===== config.mk =====
export PLATFORM = sky130hd
export DESIGN_NAME = delay_initiator_flat
export DESIGN_NICKNAME = d
export VERILOG_FILES = /design/src/rtl/delay_initiator_pkg.sv /design/src/rtl/delay_initiator_if.sv /design/src/rtl/delay_initiator.sv /design/src/flat_wrapper.sv
export SDC_FILE = /design/constraint.sdc
export NUM_CORES = 1
export LEC_CHECK = 0
export BUFFER_PORTS_ARGS = -buffer_cell sky130_fd_sc_hd__buf_4
export CAP_MARGIN = 20
export CORE_MARGIN = 2
export CORE_UTILIZATION = 55
export CTS_CLUSTER_DIAMETER = 30
export DETAILED_ROUTE_END_ITERATION = 10
export PLACE_DENSITY = 0.77
export SLEW_MARGIN = 20
export SYNTH_ARGS = -nofsm -noshare
export SYNTH_HDL_FRONTEND = slang
export SYNTH_SLANG_ARGS = --single-unit

===== constraint.sdc =====
create_clock -name clk -period 2.7 [get_ports clk]
set_input_delay 0.54 -clock clk [delete_from_list [all_inputs] [get_ports clk]]
set_output_delay 0.54 -clock clk [all_outputs]
set_load 0.05 [all_outputs]

===== src/rtl/delay_initiator_pkg.sv =====
// Shared encoding for the trigger/time_out delay handshake.
// The responder uses the same state values.
package delay_initiator_pkg;
  localparam int DEFAULT_WIDTH = 14;

  typedef enum logic [1:0] {
    IDLE    = 2'b00,
    ARM     = 2'b01,
    RELEASE = 2'b10
  } state_e;
endpackage


===== src/rtl/delay_initiator_if.sv =====
// Caller/responder-facing signals of the delay initiator.
// The master modport is the initiator side.
interface delay_initiator_if
  import delay_initiator_pkg::*;
#(
  parameter int WIDTH = DEFAULT_WIDTH
);
  logic             start;
  logic             time_out;
  logic             trigger;
  logic             busy;
  logic [WIDTH-1:0] count;
  logic             done;
  logic             error;

  modport master (
    input  start, time_out,
    output trigger, busy, count, done, error
  );

  modport slave (
    output start, time_out,
    input  trigger, busy, count, done, error
  );
endinterface


===== src/rtl/delay_initiator.sv =====
// Raises trigger, measures cycles until time_out, waits for release and
// strobes done with the latency; a shared counter doubles as the watchdog.
module delay_initiator
  import delay_initiator_pkg::*;
#(
  parameter int WIDTH    = DEFAULT_WIDTH,
  parameter int MAX_WAIT = 16383
) (
  input logic               clk,
  input logic               rst,
  delay_initiator_if.master bus
);
  localparam logic [WIDTH-1:0] MAX_CNT = WIDTH'(MAX_WAIT);

  state_e           state_q, state_d;
  logic [WIDTH-1:0] cnt_q, cnt_d;
  logic [WIDTH-1:0] count_q, count_d;
  logic             trig_q, trig_d;
  logic             done_q, done_d;
  logic             err_q, err_d;

  always_ff @(posedge clk or posedge rst) begin
    if (rst) begin
      state_q <= IDLE;
      cnt_q   <= '0;
      count_q <= '0;
      trig_q  <= 1'b0;
      done_q  <= 1'b0;
      err_q   <= 1'b0;
    end else begin
      state_q <= state_d;
      cnt_q   <= cnt_d;
      count_q <= count_d;
      trig_q  <= trig_d;
      done_q  <= done_d;
      err_q   <= err_d;
    end
  end

  // The watchdog compare is checked before the increment, so cnt never wraps.
  always_comb begin
    state_d = state_q;
    cnt_d   = cnt_q;
    count_d = count_q;
    trig_d  = trig_q;
    done_d  = 1'b0;
    err_d   = err_q;
    unique case (state_q)
      IDLE: begin
        trig_d = 1'b0;
        if (bus.start) begin
          state_d = ARM;
          trig_d  = 1'b1;
          cnt_d   = '0;
          err_d   = 1'b0;
        end
      end
      ARM: begin
        if (bus.time_out) begin
          count_d = cnt_q;
          trig_d  = 1'b0;
          cnt_d   = '0;
          state_d = RELEASE;
        end else if (cnt_q == MAX_CNT) begin
          err_d   = 1'b1;
          trig_d  = 1'b0;
          cnt_d   = '0;
          state_d = RELEASE;
        end else begin
          cnt_d = cnt_q + 1'b1;
        end
      end
      RELEASE: begin
        trig_d = 1'b0;
        if (!bus.time_out) begin
          state_d = IDLE;
          done_d  = !err_q;
        end else if (cnt_q == MAX_CNT) begin
          err_d   = 1'b1;
          state_d = IDLE;
        end else begin
          cnt_d = cnt_q + 1'b1;
        end
      end
      default: begin
        state_d = IDLE;
        trig_d  = 1'b0;
      end
    endcase
  end

  assign bus.trigger = trig_q;
  assign bus.busy    = (state_q != IDLE);
  assign bus.count   = count_q;
  assign bus.done    = done_q;
  assign bus.error   = err_q;
endmodule


===== src/flat_wrapper.sv =====
// flat-port wrapper written by rule: the top's interface ports become plain ports
module delay_initiator_flat import delay_initiator_pkg::*;
#(
  parameter int WIDTH    = DEFAULT_WIDTH,
  parameter int MAX_WAIT = 16383
)
  (clk, rst, bus_start, bus_time_out, bus_trigger, bus_busy, bus_count, bus_done, bus_error);
  delay_initiator_if #(.WIDTH(WIDTH)) bus_i ();
  input logic clk;
  input logic rst;
  input wire logic [$bits(bus_i.start)-1:0] bus_start;
  input wire logic [$bits(bus_i.time_out)-1:0] bus_time_out;
  output wire logic [$bits(bus_i.trigger)-1:0] bus_trigger;
  output wire logic [$bits(bus_i.busy)-1:0] bus_busy;
  output wire logic [$bits(bus_i.count)-1:0] bus_count;
  output wire logic [$bits(bus_i.done)-1:0] bus_done;
  output wire logic [$bits(bus_i.error)-1:0] bus_error;
  assign bus_i.start = bus_start;
  assign bus_i.time_out = bus_time_out;
  assign bus_trigger = bus_i.trigger;
  assign bus_busy = bus_i.busy;
  assign bus_count = bus_i.count;
  assign bus_done = bus_i.done;
  assign bus_error = bus_i.error;
  delay_initiator #(.WIDTH(WIDTH), .MAX_WAIT(MAX_WAIT)) u_core (.clk(clk), .rst(rst), .bus(bus_i));
endmodule

-- Word-level counts from Yosys, hierarchy flattened
Index checks and enable logic that the tools add are counted.
Widths: inputs -> output; s select.
- register bits after elaboration: 33
- input bits: 4
- output and inout bits: 18
- word-level logic and storage cells: 47
- add/sub/neg operators: 1
- equal/unequal tests: 9
- muxes and demuxes: 23
- reductions and logical operators: 8
- operators by type and width (operator ; number):
    $mux 14 ; 5
    $pmux 14 s3 ; 1
    $add 14x1->14 const B ; 1
    $eq 14x14->1 const B ; 1
    $mux 2 ; 5
    $mux 1 ; 9
    $ne 2x2->1 const B ; 4
    $reduce_and 4->1 ; 2
    $ne 3x2->1 const B ; 2
    $pmux 2 s3 ; 1
    $pmux 1 s3 ; 1
    $reduce_and 3->1 ; 1
    $reduce_bool 3->1 ; 1
    $eq 2x1->1 const B ; 1
    $eq 2x2->1 const B ; 1
    $logic_not 2->1 ; 1
    $pmux 1 s2 ; 1
    $reduce_and 2->1 ; 1
    $reduce_bool 2->1 ; 1
    $logic_not 1->1 ; 1

-- Logic depth before layout (Yosys ltp)
Gate-level depths: netlist of the first run.
- depth in word-level cells: 4
- depth in mapped cells: 8
- depth with buffers taken out: 7

-- Least setup slack after synthesis of the first run
OpenSTA, ideal clock, no wires.
- kind: register to register
- start point: register u_core.state_q[0]
- end point: register u_core.cnt_q[6]
- library setup time: 0.079 ns
- arrival time: 1.751 ns
- data required time: 2.621 ns
- setup slack: 0.870 ns
- stages on the path, launching flop included: 9
- buffers on the path: 1
- period minus slack after synthesis: 1.830 ns
- cell sequence: dfrtp_1 -> inv_1 -> ha_1 -> nand2b_1 -> o311ai_2 -> a21o_1 -> buf_6 -> or3_1 -> mux2i_1
- cells in the longest elaborated chain, start to end: 3
- elaborated cells between the ends (all ways): 9
- those cells by class: 5 x eq/ne; 1 x mux; 3 x reduce/logical
- ends and longest elaborated chain (item ; RTL line ; source):
    from (decl) ; delay_initiator.sv:15 ; state_e state_q, state_d;
    from (signal assigned) ; delay_initiator.sv:31 ; state_q <= state_d;
    $eq 2x2->1 (tied with other cells) ; delay_initiator.sv:48 ; unique case (state_q)
    $ne 2x2->1 (no line) or $reduce_bool 3->1 (tied branches) ; - ;
    $reduce_and 4->1 (no line) ; - ;
    to (signal assigned) ; delay_initiator.sv:32 ; cnt_q <= cnt_d;
    to (decl) ; delay_initiator.sv:16 ; logic [WIDTH-1:0] cnt_q, cnt_d;
Several ways; a longest one is shown, not always the timed one.
A chain may end at the register's enable or synchronous reset.

-- Worst setup path after layout of the first run
- start point: register u_core.state_q[0]
- end point: register u_core.cnt_q[3]
The elaborated chain is that of the path after synthesis.

==> flow_summary.ini, run 1 <==
[outcome]
status = complete, no violations

[die]
fp-row-count = 20
initial_utilization_pct = 56.4
pin_count = 22
die_x_microns = 59.3
die-area_sq_um = 3510
die_y_microns = 59.3
core_area_sq_um = 2980

[synthesis]
synth-warning-count = 0
synth.most_common_cell = dfrtp_1
async_flop_share_pct = 100
synth-seq-cells = 33
syn_inst = 161
yosys-top-cells-area = dfrtp_1 (49%), mux2_2 (8.0%), nand2_1 (3.8%)
yosys.area.top_type_share_pct = 49.2
synth_flop_cell = dfrtp_1
syn_nets = 170
synth_cell_type_count = 33
synth_edf_count = 0
yosysSeqAreaShare_pct = 49.2
syn_area_sq_um = 1680
synthTopCellsByCount = dfrtp_1 (33), nand2_1 (17), mux2_2 (12), o21ai_0 (12), nor2_1 (11)
post_synth.cell_area_avg_sq_um = 10.4
synth_top_area_cell = dfrtp_1

[clocking]
cts_resized = 0
clk_latency_ns = 0.34
path_clk_slew_ns = 0.10
clock-sinks = 33
tritoncts = built
htree_num_levels = 2
ctsHoldBuffers = 0
cts_buffers = 5
clockRootBuffer = clkbuf_4
cts_max_path_buffers = 2
post_cts.repair.setup_buffers = 0

[setup_path]
criticalPathCategory = flop to flop
cp_data_arrival_time_ns = 2.42
cp_data_required_time_ns = 2.96
cp-start-kind = flop
cp-end-kind = flop
path_max_fanout = 9

[global_route]
grt_pass1_vias = 1268
grt_first_pass_wirelength_mm = 5.77
grt_usage_pct = 22.2
grt-ovfl-total = 0
antenna_found_initial = 0
grt_start_max_net_pins = 34

[final_layout]
nets = 194
syn_to_final_growth_pct = 14.6
regArea_sq_um = 826
fin_area_sq_um = 1920
n_fill_cell = 251
multi_input_area_sq_um = 766
layout-drive-gt1-share_pct = 25.8
num_antenna_cells = 0

[sta]
clock.fmax_ghz = 0.464
min_period_ns = 2.16
skew_ns = 0.00676
drv_slew = 0
slew_headroom_pct = 54.2
hold_viol = 0
tightest_slew_ns = 0.686
fin_crit_sh_pct = 79.9
hold_slack_ns = 0.276
fin_setup_tns_ns = 0
rsz0062_at_grt = false
final-setup-viol-count = 0

[placement]
port_buffers = 21
dpl-instance-area_sq_um = 1840
dpl.hpwl_mm = 2.36
routabilityCongestion = 0.872

[drt]
drt_iter0_drc = 43
vias = 1301
routed_wl_mm = 3.27
firstDrtPassIters = 4
post_drt_wl_per_cell_microns = 14.9
drc = 0
via_per_inst = 5.94
antenna_left = 0

[worst_hold_path]
hold_path.class = primary input to asynchronous set/reset pin

[power_and_ir_drop]
peakVddDrop_v = 0.000700
pwr_density_cell_nw_per_um2 = 855
p_leak_nw = 0.938

[run]
drv_cap = 0
==> per-layer routing <==
metal  up-vias  GRT usage, %  wire length [microns]
met2        29          36.7                   1620
li1        631             -                      -
met5         -             0                      0
met4         0          9.74                     62
met1       634          27.1                   1450
met3         7          5.90                    139
==> kinds of logic (layout without fill, tap and decap cells) <==
kind of cell	Yosys count	after routing	share of synthesized area [%]
simple gates	53	53	16.1
compound gates	41	41	16.5
flops	33	33	49.2
buf+inv	15	40	5.22
mux	14	14	9.24
fa+ha+maj	5	5	3.73
==> flip-flops by register name, indices dropped and copies added, names as in the netlist <==
register and flops:
u_core.bus.count 14, u_core.bus.done 1, u_core.bus.error 1, u_core.bus.trigger 1
u_core.cnt_q 14, u_core.state_q 2
==> final timing paths <==
check                                  start                   to  slack [ns]  depth (start not counted)
max                        u_core.state_q[0]      u_core.cnt_q[3]        0.54                          7
min                                      rst  u_core.bus.count[7]        0.28                          3
max reg2reg                u_core.state_q[0]      u_core.cnt_q[3]        0.54                          7
min reg2reg                 u_core.bus.error      u_core.bus.done        0.47                          1
max in group asynchronous                rst     u_core.cnt_q[13]        2.14                          3
min in group clk                bus_time_out    u_core.state_q[1]        0.45                          3
==> final cells by class <==
type | instances | share of cell area [%]
Timing Repair Buffer | 23 | 8.97
Clock inverter | 1 | 1.56
Clock buffer | 7 | 2.86
Inverter | 9 | 1.76
Multi-Input combinational cell | 113 | 39.8
Tap cell | 33 | 2.15
Sequential cell | 33 | 42.9
==> power breakdown <==
| part | total, mW | leakage (nW) | internal, mW | switching (mW) |
|---|---|---|---|---|
| combinational | 0.688 | 0.436 | 0.219 | 0.469 |
| sequential | 0.574 | 0.457 | 0.535 | 0.0383 |
| clock | 0.383 | 0.0455 | 0.221 | 0.162 |
==> placed cells by master (no fill, tap or decap), drive strengths merged, types with 3 or more instances in the layout <==
| cell type | instances |
|---|---|
| o21ai | 13 |
| buf | 23 |
| clkbuf | 7 |
| nand4 | 6 |
| a21o | 4 |
| inv | 9 |
| nand2b | 4 |
| a31oi | 5 |
| nand3 | 6 |
| nand2 | 17 |
| a21oi | 10 |
| nor4 | 3 |
| mux2 | 12 |
| nor2 | 11 |
| dfrtp | 33 |
| ha | 5 |
==> worst max-delay path: stages (launching register included) <==
cell and delay (ns):
dfrtp_1 0.42, inv_1 0.10, ha_1 0.29, inv_1 0.17, a21o_1 0.31, nor3_2 0.42, a41oi_1 0.18, a31oi_1 0.18
==> metrics by stage <==
stage / util, % / worst slack (ns) / power, mW / instances
2_1_floorplan: - / 0.870 / 1.15 / 161
3_3_place_gp: 61.8 / 0.662 / 1.24 / 211
3_5_place_dp: 61.8 / 0.584 / 1.27 / 211
4_1_cts: 64.6 / 0.547 / 1.66 / 219
5_1_grt: 64.6 / 0.373 / 1.77 / 219
6_report: 64.6 / 0.543 / 1.64 / 219
Note: power is estimated with default switching activity, not from simulation.
==> run 2, diff against run 1 <==
- clock period: 2.7 -> 2 ns (I/O delays scaled with it)
==> run 2 against run 1 <==
Combinational power up 77%. First-iteration DRC count up 33%. Die area unchanged. Wire length up 6.1%. Critical path depth up 1. Largest power group unchanged.
==> flow_summary.ini, run 2 (synthesis gave the netlist of run 1 again) <==
[setup_path]
cpMostUsedCell = buf_4
worst-path-buf-inv = 2
cp_data_required_time_ns = 2.24
cp_data_arrival_time_ns = 2.19
crit_chain = ha_2, nand4_1, nor4_2, buf_4, buf_4, a21o_4, or3_1, mux2i_1
cp_slowest_stage_delay_ns = 0.40
slowest_stage = dfrtp_1
criticalPathCategory = flop to flop
rrSetupSlack_ns = 0.05
cp-start-kind = flop
critical_path.top_delay_family = simple AND/OR/NAND/NOR gates
path_max_fanout = 7
cp-end-kind = flop

[drt]
post_drt_wl_per_cell_microns = 14.7
vias = 1378
via_per_inst = 5.84
drt_iter0_drc = 57
firstDrtPassIters = 4
antenna_left = 0
routed_wl_mm = 3.47
drc = 0

[outcome]
status = complete, no violations

[global_route]
grt_pass1_vias = 1286
grt_first_pass_wirelength_mm = 5.73
grt_start_max_net_pins = 34
antenna_found_initial = 0
grt-ovfl-total = 0
grt_usage_pct = 22.2

[final_layout]
mostFrequentLayoutCell = buf_4
final_cell_mix = buf_4 (40), dfrtp_1 (31), nand2_1 (17), mux2_2 (12), o21ai_0 (12)
num_antenna_cells = 0
final_cells = 236
nets = 211
syn_to_final_growth_pct = 24.1
layout-drive-gt1-share_pct = 37.4
fin_area_sq_um = 2080

[clocking]
ctsHoldBuffers = 0
clock-sinks = 33
cts_buffers = 5
htree_num_levels = 2
clk_latency_ns = 0.33
cts_max_path_buffers = 2
path_clk_slew_ns = 0.10
tritoncts = built
clockRootBuffer = clkbuf_4

[placement]
dpl.hpwl_mm = 2.36
port_buffers = 21
routabilityCongestion = 0.863
dpl-instance-area_sq_um = 1920
pre_cts_ws_ns = 0.0283
placed_cells = 222

[power_and_ir_drop]
pwr_density_cell_nw_per_um2 = 1130
peakVddDrop_v = 0.000819
p_leak_nw = 1.02

[die]
core_area_sq_um = 2980
fp-row-count = 20
pin_count = 22
initial_utilization_pct = 56.4
die_x_microns = 59.3
die_y_microns = 59.3
die-area_sq_um = 3510

[sta]
fin_crit_sh_pct = 97.4
fin_ws_ns = 0.0521
tightest_slew_ns = 0.431
final-setup-viol-count = 0
drv_slew = 0
slew_headroom_pct = 71.0
skew_ns = 0.00923
fin_setup_tns_ns = 0
hold_viol = 0
min_period_ns = 1.95
rsz0062_at_grt = false
clock.fmax_ghz = 0.513

[run]
drv_cap = 0

[worst_hold_path]
hold_path.class = primary input to asynchronous set/reset pin
[run 2: cell types whose count changed in the layout (fill, tap and decap cells not counted), sizes merged]
cell / before / now
buf: 23 / 40
clkinv: 0 / 2
bufinv: 1 / 0
clkbuf: 7 / 6
[run 2: layout make-up]
type | count | area [sq um]
clock buffers | 6 | 41.3
clock inverters | 2 | 10.0
fillers | 224 | 895
inverters | 9 | 33.8
multi-input cells | 113 | 828
flip-flops and latches | 33 | 828
well taps | 33 | 41.3
repair buffers | 40 | 300
[run 2: report_power, final]
group	leakage (nW)	switching, mW	internal, mW
combinational	0.532	0.733	0.492
sequential	0.454	0.0526	0.726
clock	0.0320	0.215	0.134
total	1.02	1.00	1.35
[run 2: per-stage QoR]
stage	util, %	power (mW)	hold WS, ns
floorplan	-	1.55	0.471
global placement	64.5	1.81	0.451
detailed placement	64.5	1.84	0.451
CTS	66.3	2.20	0.159
global route	70.0	2.51	0.173
finish	70.0	2.35	0.149
[run 2: timing repair]
item / 4_1_cts / 5_1_grt
gates resized for setup: 1 / 14
buffers inserted: 0 / 6
pin swaps: 0 / 1
endpoints found under the setup margin: 1 / 12
[run 2: worst reg2reg max path: cells and delay by family, from the launching register on]
kind,cells,cell delay [ns]
adder cells (fa/ha/maj),1,0.21
buffers and inverters,2,0.31
flip-flops,1,0.40
AO/OA/AOI/OAI,1,0.22
AND/OR/NAND/NOR,3,0.57
multiplexers,1,0.16
[run 2: final timing paths]
| check | startpoint | end | cells after the start |
|---|---|---|---|
| max | u_core.cnt_q[0] | u_core.cnt_q[6] | 8 |
| min | rst | u_core.cnt_q[12] | 3 |
| max reg2reg | u_core.cnt_q[0] | u_core.cnt_q[6] | 8 |
| min reg2reg | u_core.bus.error | u_core.bus.done | 1 |
| max in group asynchronous | rst | u_core.state_q[0] | 3 |
| min in group clk | bus_start | u_core.bus.trigger | 3 |
[run 2: routing by layer]
layer	vias to the layer above	global-route usage (%)	part of all wire, %
li1	662	-	-
met4	0	10.1	2.2
met2	45	34.7	49
met5	-	0	0
met3	11	5.90	5.1
met1	660	28.7	44
